===== src/rtl/addr_cal_pkg.sv =====
// Shared constants, field layouts and unpack helpers for the sprite address calculator.
package addr_cal_pkg;

    localparam int ADDR_W    = 16;
    localparam int COORD_W   = 10;
    localparam int REL_W     = 12;
    localparam int PATTERN_W = 80;
    localparam int SPRITE_W  = 32;

    localparam int PAT_FIELD_W    = 16;
    localparam int PAT_BASE_LSB   = 64;
    localparam int PAT_PAT_W_LSB  = 48;
    localparam int PAT_PAT_H_LSB  = 32;
    localparam int PAT_DISP_W_LSB = 16;
    localparam int PAT_DISP_H_LSB = 0;

    localparam int SPR_FIELD_W     = 10;
    localparam int SPR_VISIBLE_BIT = 31;
    localparam int SPR_FLIP_BIT    = 30;
    localparam int SPR_X_LSB       = 20;
    localparam int SPR_Y_LSB       = 10;
    localparam int SPR_SHIFT_LSB   = 0;

    typedef struct packed {
        logic [ADDR_W-1:0] base_addr;
        logic [ADDR_W-1:0] pat_w;
        logic [ADDR_W-1:0] pat_h;
        logic [ADDR_W-1:0] disp_w;
        logic [ADDR_W-1:0] disp_h;
    } pattern_t;

    typedef struct packed {
        logic               visible;
        logic               flip;
        logic [COORD_W-1:0] x;
        logic [COORD_W-1:0] y;
        logic [COORD_W-1:0] shift;
    } sprite_t;

    function automatic pattern_t unpack_pattern(input logic [PATTERN_W-1:0] raw);
        pattern_t p;
        p.base_addr = raw[PAT_BASE_LSB   +: PAT_FIELD_W];
        p.pat_w     = raw[PAT_PAT_W_LSB  +: PAT_FIELD_W];
        p.pat_h     = raw[PAT_PAT_H_LSB  +: PAT_FIELD_W];
        p.disp_w    = raw[PAT_DISP_W_LSB +: PAT_FIELD_W];
        p.disp_h    = raw[PAT_DISP_H_LSB +: PAT_FIELD_W];
        return p;
    endfunction

    function automatic sprite_t unpack_sprite(input logic [SPRITE_W-1:0] raw);
        sprite_t s;
        s.visible = raw[SPR_VISIBLE_BIT];
        s.flip    = raw[SPR_FLIP_BIT];
        s.x       = raw[SPR_X_LSB     +: SPR_FIELD_W];
        s.y       = raw[SPR_Y_LSB     +: SPR_FIELD_W];
        s.shift   = raw[SPR_SHIFT_LSB +: SPR_FIELD_W];
        return s;
    endfunction

endpackage


===== src/rtl/addr_cal_if.sv =====
// Pixel/sprite bus: raster position and sprite descriptors in, pattern address out.
interface addr_cal_if;
    import addr_cal_pkg::*;

    logic [PATTERN_W-1:0] pattern_info;
    logic [SPRITE_W-1:0]  sprite_info;
    logic [COORD_W-1:0]   hcount;
    logic [COORD_W-1:0]   vcount;
    logic [ADDR_W-1:0]    addr_output;
    logic                 valid;

    modport master (
        output pattern_info, sprite_info, hcount, vcount,
        input  addr_output, valid
    );

    modport slave (
        input  pattern_info, sprite_info, hcount, vcount,
        output addr_output, valid
    );

endinterface


===== src/rtl/addr_cal_axis.sv =====
// One raster axis: offset from the sprite origin, range check and tiled pattern index.
module addr_cal_axis
    import addr_cal_pkg::*;
(
    input  logic [COORD_W-1:0] origin,
    input  logic [COORD_W-1:0] shift,
    input  logic [COORD_W-1:0] count,
    input  logic [ADDR_W-1:0]  extent,
    input  logic [ADDR_W-1:0]  pat_size,
    output logic               hit,
    output logic [ADDR_W-1:0]  idx
);

    logic signed [REL_W-1:0] start;
    logic signed [REL_W-1:0] rel;
    logic        [ADDR_W-1:0] rel_ext;

    assign start   = $signed({{(REL_W-COORD_W){1'b0}}, origin})
                   - $signed({{(REL_W-COORD_W){1'b0}}, shift});
    assign rel     = $signed({{(REL_W-COORD_W){1'b0}}, count}) - start;
    assign rel_ext = {{(ADDR_W-REL_W){rel[REL_W-1]}}, rel};

    // Sign check first; a zero extent can never satisfy the unsigned compare.
    assign hit = !rel[REL_W-1] && (rel_ext < extent);
    assign idx = rel_ext & (pat_size - ADDR_W'(1));

endmodule


===== src/rtl/addr_cal_unit.sv =====
// Registered pattern-memory address for the current pixel of a tiled sprite.
// Define ADDR_CAL_FLIP_EN to honour the horizontal mirror bit of sprite_info.
module addr_cal_unit
    import addr_cal_pkg::*;
(
    input  logic         clk,
    input  logic         reset,
    addr_cal_if.slave    bus
);

    pattern_t            pat;
    sprite_t             spr;
    logic                x_hit;
    logic                y_hit;
    logic                hit;
    logic                flip;
    logic [ADDR_W-1:0]   x_idx;
    logic [ADDR_W-1:0]   y_idx;
    logic [ADDR_W-1:0]   col;
    logic [ADDR_W-1:0]   next_addr;

    assign pat = unpack_pattern(bus.pattern_info);
    assign spr = unpack_sprite(bus.sprite_info);

    addr_cal_axis u_axis_x (
        .origin   (spr.x),
        .shift    (spr.shift),
        .count    (bus.hcount),
        .extent   (pat.disp_w),
        .pat_size (pat.pat_w),
        .hit      (x_hit),
        .idx      (x_idx)
    );

    addr_cal_axis u_axis_y (
        .origin   (spr.y),
        .shift    ('0),
        .count    (bus.vcount),
        .extent   (pat.disp_h),
        .pat_size (pat.pat_h),
        .hit      (y_hit),
        .idx      (y_idx)
    );

`ifdef ADDR_CAL_FLIP_EN
    assign flip = spr.flip;
`else
    // The mirror bit is deliberately ignored in this build.
    assign flip = spr.flip & 1'b0;
`endif

    // NOTE: col gets its default before the conditional override so no latch is inferred.
    always_comb begin
        col = x_idx;
        if (flip) begin
            col = pat.pat_w - ADDR_W'(1) - x_idx;
        end
    end

    assign next_addr = pat.base_addr + y_idx * pat.pat_w + col;
    assign hit       = spr.visible && x_hit && y_hit;

    // NOTE: registered state uses non-blocking assignments so every flop samples pre-edge values.
    always_ff @(posedge clk or negedge reset) begin
        if (!reset) begin
            bus.addr_output <= '0;
            bus.valid       <= 1'b0;
        end else begin
            bus.valid       <= hit;
            bus.addr_output <= hit ? next_addr : '0;
        end
    end

endmodule


===== src/flat_wrapper.sv =====
// flat-port wrapper written by rule: the top's interface ports become plain ports
module addr_cal_unit_flat import addr_cal_pkg::*;
  (clk, reset, bus_pattern_info, bus_sprite_info, bus_hcount, bus_vcount, bus_addr_output, bus_valid);
  addr_cal_if bus_i ();
  input  logic clk;
  input  logic reset;
  input wire logic [$bits(bus_i.pattern_info)-1:0] bus_pattern_info;
  input wire logic [$bits(bus_i.sprite_info)-1:0] bus_sprite_info;
  input wire logic [$bits(bus_i.hcount)-1:0] bus_hcount;
  input wire logic [$bits(bus_i.vcount)-1:0] bus_vcount;
  output wire logic [$bits(bus_i.addr_output)-1:0] bus_addr_output;
  output wire logic [$bits(bus_i.valid)-1:0] bus_valid;
  assign bus_i.pattern_info = bus_pattern_info;
  assign bus_i.sprite_info = bus_sprite_info;
  assign bus_i.hcount = bus_hcount;
  assign bus_i.vcount = bus_vcount;
  assign bus_addr_output = bus_i.addr_output;
  assign bus_valid = bus_i.valid;
  addr_cal_unit u_core (.clk(clk), .reset(reset), .bus(bus_i));
endmodule

===== config.mk =====
export PLATFORM = sky130hd
export DESIGN_NAME = addr_cal_unit_flat
export DESIGN_NICKNAME = d
export VERILOG_FILES = /design/src/rtl/addr_cal_pkg.sv /design/src/rtl/addr_cal_if.sv /design/src/rtl/addr_cal_axis.sv /design/src/rtl/addr_cal_unit.sv /design/src/flat_wrapper.sv
export SDC_FILE = /design/constraint.sdc
export NUM_CORES = 1
export LEC_CHECK = 0
export CAP_MARGIN = 10
export CORE_ASPECT_RATIO = 1.2
export CORE_MARGIN = 8
export CORE_UTILIZATION = 30
export DETAILED_ROUTE_END_ITERATION = 8
export SYNTH_ARGS = -nofsm -noshare
export SYNTH_HDL_FRONTEND = slang
export SYNTH_SLANG_ARGS = --single-unit

===== constraint.sdc =====
create_clock -name clk -period 0.8 [get_ports clk]
set_input_delay 0.12 -clock clk [delete_from_list [all_inputs] [get_ports clk]]
set_output_delay 0.12 -clock clk [all_outputs]
set_load 0.02 [all_outputs]

==> impl_metrics.ini <==
[logic_synthesis]
synthMuxAreaShare = 0
ys_warn_count = 0
synth_fa_ha_area_frac = 0.466
async_flop_share = 1.00
yosysSeqAreaShare = 0.0546
netlist_area_sq_um = 7790
ys_top_cells_by_count = inv_1 (235), ha_1 (113), fa_1 (111)
synth-xor-area-share = 0.0965
synth-simple-area-share = 0.164
synth_cell_type_count = 52
syn-num-nets = 1312
yosys.cell_count.top_type = inv_1
synth_cells = 954
yosysTopAreaCellShare = 0.285
yosys-top-cells-area = fa_1 (29%), ha_1 (18%), inv_1 (11%)
ys.flop_type = dfrtp_1
synth_top_family_by_area = adder cells
synth_area_per_cell_sq_um = 8.17
synth_edf_count = 0
synth_compound_area_frac = 0.0920
synth_top_cell_by_area = fa_1
ys_ff_latch = 17

[routing]
drc = 0
wl_um = 25300
postRouteAntennaNets = 0
drtIter0Drc = 138
first_pass_iters = 4
wl_per_cell_um = 15.3
vias = 7474
vias_per_cell = 4.52

[global_route]
grt_use_met3 = 0.0356
grt_pass1_wl_um = 41700
grt_max_degree = 18
grt_pass1_vias = 8441
grt-ovfl-total = 0
antenna_found_initial = 3
use_met2 = 0.308
grt.total_usage = 0.166
grt-busiest-layer = met2
grtUsageMet1 = 0.179

[critical_path]
required_ps = 980
crit_arrival_ps = 7200
max_stage_delay_ps = 540
crit_fanout = 4
cpMaxStageDelayCell = fa_1
end_kind = flip-flop
setup.worst_path.start_class = primary input
crit_type = in2reg

[clocking]
cts_root_buffer = clkbuf_16
clk_pin_slew_ps = 50
cts_hold_buffers = 0
htree_levels = 1
clock_path_buffers = 2
tritoncts = done
cts_sinks = 17
numCtsBuffers = 3

[floorplanning]
core_sq_um = 25500
start_util = 0.305
die_area_sq_um = 31400
die_w_um = 163
row_count = 64
fp.dieH_um = 193
io_pins = 151

[pwr]
power.density_nw_per_um2 = 3800
leakagePower_nw = 6.39
p_total_mw = 48.2
ir_worst_vdd_mv = 3.21

[timing]
holdWs_ps = 208
slew-limit-headroom = 0.743
tns_ps = -81350
setup_violations = 34
period_needed_ps = 7020
finalMaxSlewViolations = 0
worst_pin_slew_ps = 385
rsz0062_at_grt = yes
setup_ws_ps = -6220
hold_viol = 0
period_share = 8.77
fmax_mhz = 143

[outcome]
status = finished, violations left
violations = negative setup slack

[finish]
antennaDiodeCount = 0
fin_nets = 1682
fillers = 2392
stdcell_area_sq_um = 12700
stdcell_count = 1653
syn_to_final_growth_pct = 62.8
drive_gt1_frac = 0.327
finish.utilization = 0.497

[placement]
place_congestion = 0.925
hpwl_um = 22400
pre_cts_slack_ps = -6940
io_buffers = 149
dpl.cell_count = 1610
placed_cell_area_sq_um = 11400

[job]
maxCapViolations = 0

[worst_hold_path]
hold_path.class = in2async
==> final timing paths <==
path	startpoint	to	slack (ps)	cells after the start
worst max-delay path	bus_sprite_info[1]	u_core.bus.addr_output[15]	-6220	39
max in group asynchronous	reset	u_core.bus.addr_output[7]	470	2
min in group clk	bus_pattern_info[64]	u_core.bus.addr_output[0]	740	4
worst min-delay path	reset	u_core.bus.addr_output[8]	210	2
==> placed cells by master, fill, tap and decap left out, types with 5 or more instances in the layout <==
| cell | n |
|---|---|
| ha_4 | 22 |
| dlygate4sd2_1 | 7 |
| xnor2_1 | 33 |
| nor2_1 | 34 |
| and2_1 | 36 |
| clkdlybuf4s50_1 | 117 |
| dfrtp_1 | 17 |
| nor3_2 | 5 |
| nor3_1 | 18 |
| o21a_1 | 8 |
| fa_2 | 10 |
| inv_2 | 26 |
| buf_6 | 42 |
| o21ai_1 | 6 |
| nand2_2 | 12 |
| nand3_1 | 6 |
| ha_1 | 90 |
| nor2_4 | 10 |
| fa_1 | 101 |
| nor2b_1 | 9 |
| a21oi_1 | 13 |
| a21oi_2 | 12 |
| xnor2_2 | 9 |
| xor2_1 | 20 |
| o21ai_2 | 8 |
| and3_1 | 9 |
| nand2_1 | 89 |
| inv_1 | 204 |
| buf_4 | 207 |
| a21o_1 | 14 |
| o21ai_0 | 11 |
| buf_12 | 7 |
==> report_power, final <==
| group | switching (mW) | internal, mW | total, mW |
|---|---|---|---|
| combinational | 20.5 | 25.5 | 46.0 |
| clock | 0.333 | 0.677 | 1.01 |
| sequential | 0.0832 | 1.06 | 1.14 |
==> layout make-up <==
class | count | area, sq um | share of cell area
clock buffers | 4 | 78.8 | 0.00621
well taps | 330 | 413 | 0.0325
inverters | 236 | 922 | 0.0727
multi-input cells | 677 | 7320 | 0.577
flip-flops and latches | 17 | 425 | 0.0335
repair buffers | 389 | 3530 | 0.278
==> sequential cells by signal, summed over array words and instances, names as in the netlist <==
signal / cells
u_core.bus.valid: 1
u_core.bus.addr_output: 16
==> kinds of logic (layout without fill, tap and decap cells) <==
logic type / count (synthesis) / after routing
XOR/XNOR: 76 / 76
buffers and inverters: 260 / 629
AO/OA/AOI/OAI: 111 / 111
AND/OR/NAND/NOR: 266 / 266
flip-flops: 17 / 17
adder cells (fa/ha/maj): 224 / 224
==> what timing repair did <==
| item | CTS | global route |
|---|---|---|
| gates resized for setup | 261 | 67 |
| setup endpoints to repair | 34 | 34 |
| gates cloned | 1 | 0 |
| pin swaps | 122 | 76 |
| buffers inserted | 29 | 14 |
==> metal layers <==
metal / part of all wire / vias up
met3: 0.057 / 48
met1: 0.38 / 3553
li1: - / 3690
met2: 0.52 / 179
met5: 0.0011 / -
met4: 0.041 / 4
==> critical path: cells and delay by family <==
| family | cells | cell delay (ps) |
|---|---|---|
| adder cells (fa/ha/maj) | 7 | 2630 |
| XOR/XNOR | 10 | 1960 |
| AO/OA/AOI/OAI | 9 | 1130 |
| buffers and inverters | 8 | 730 |
| AND/OR/NAND/NOR | 5 | 590 |
(Power assumes the default switching activity.)
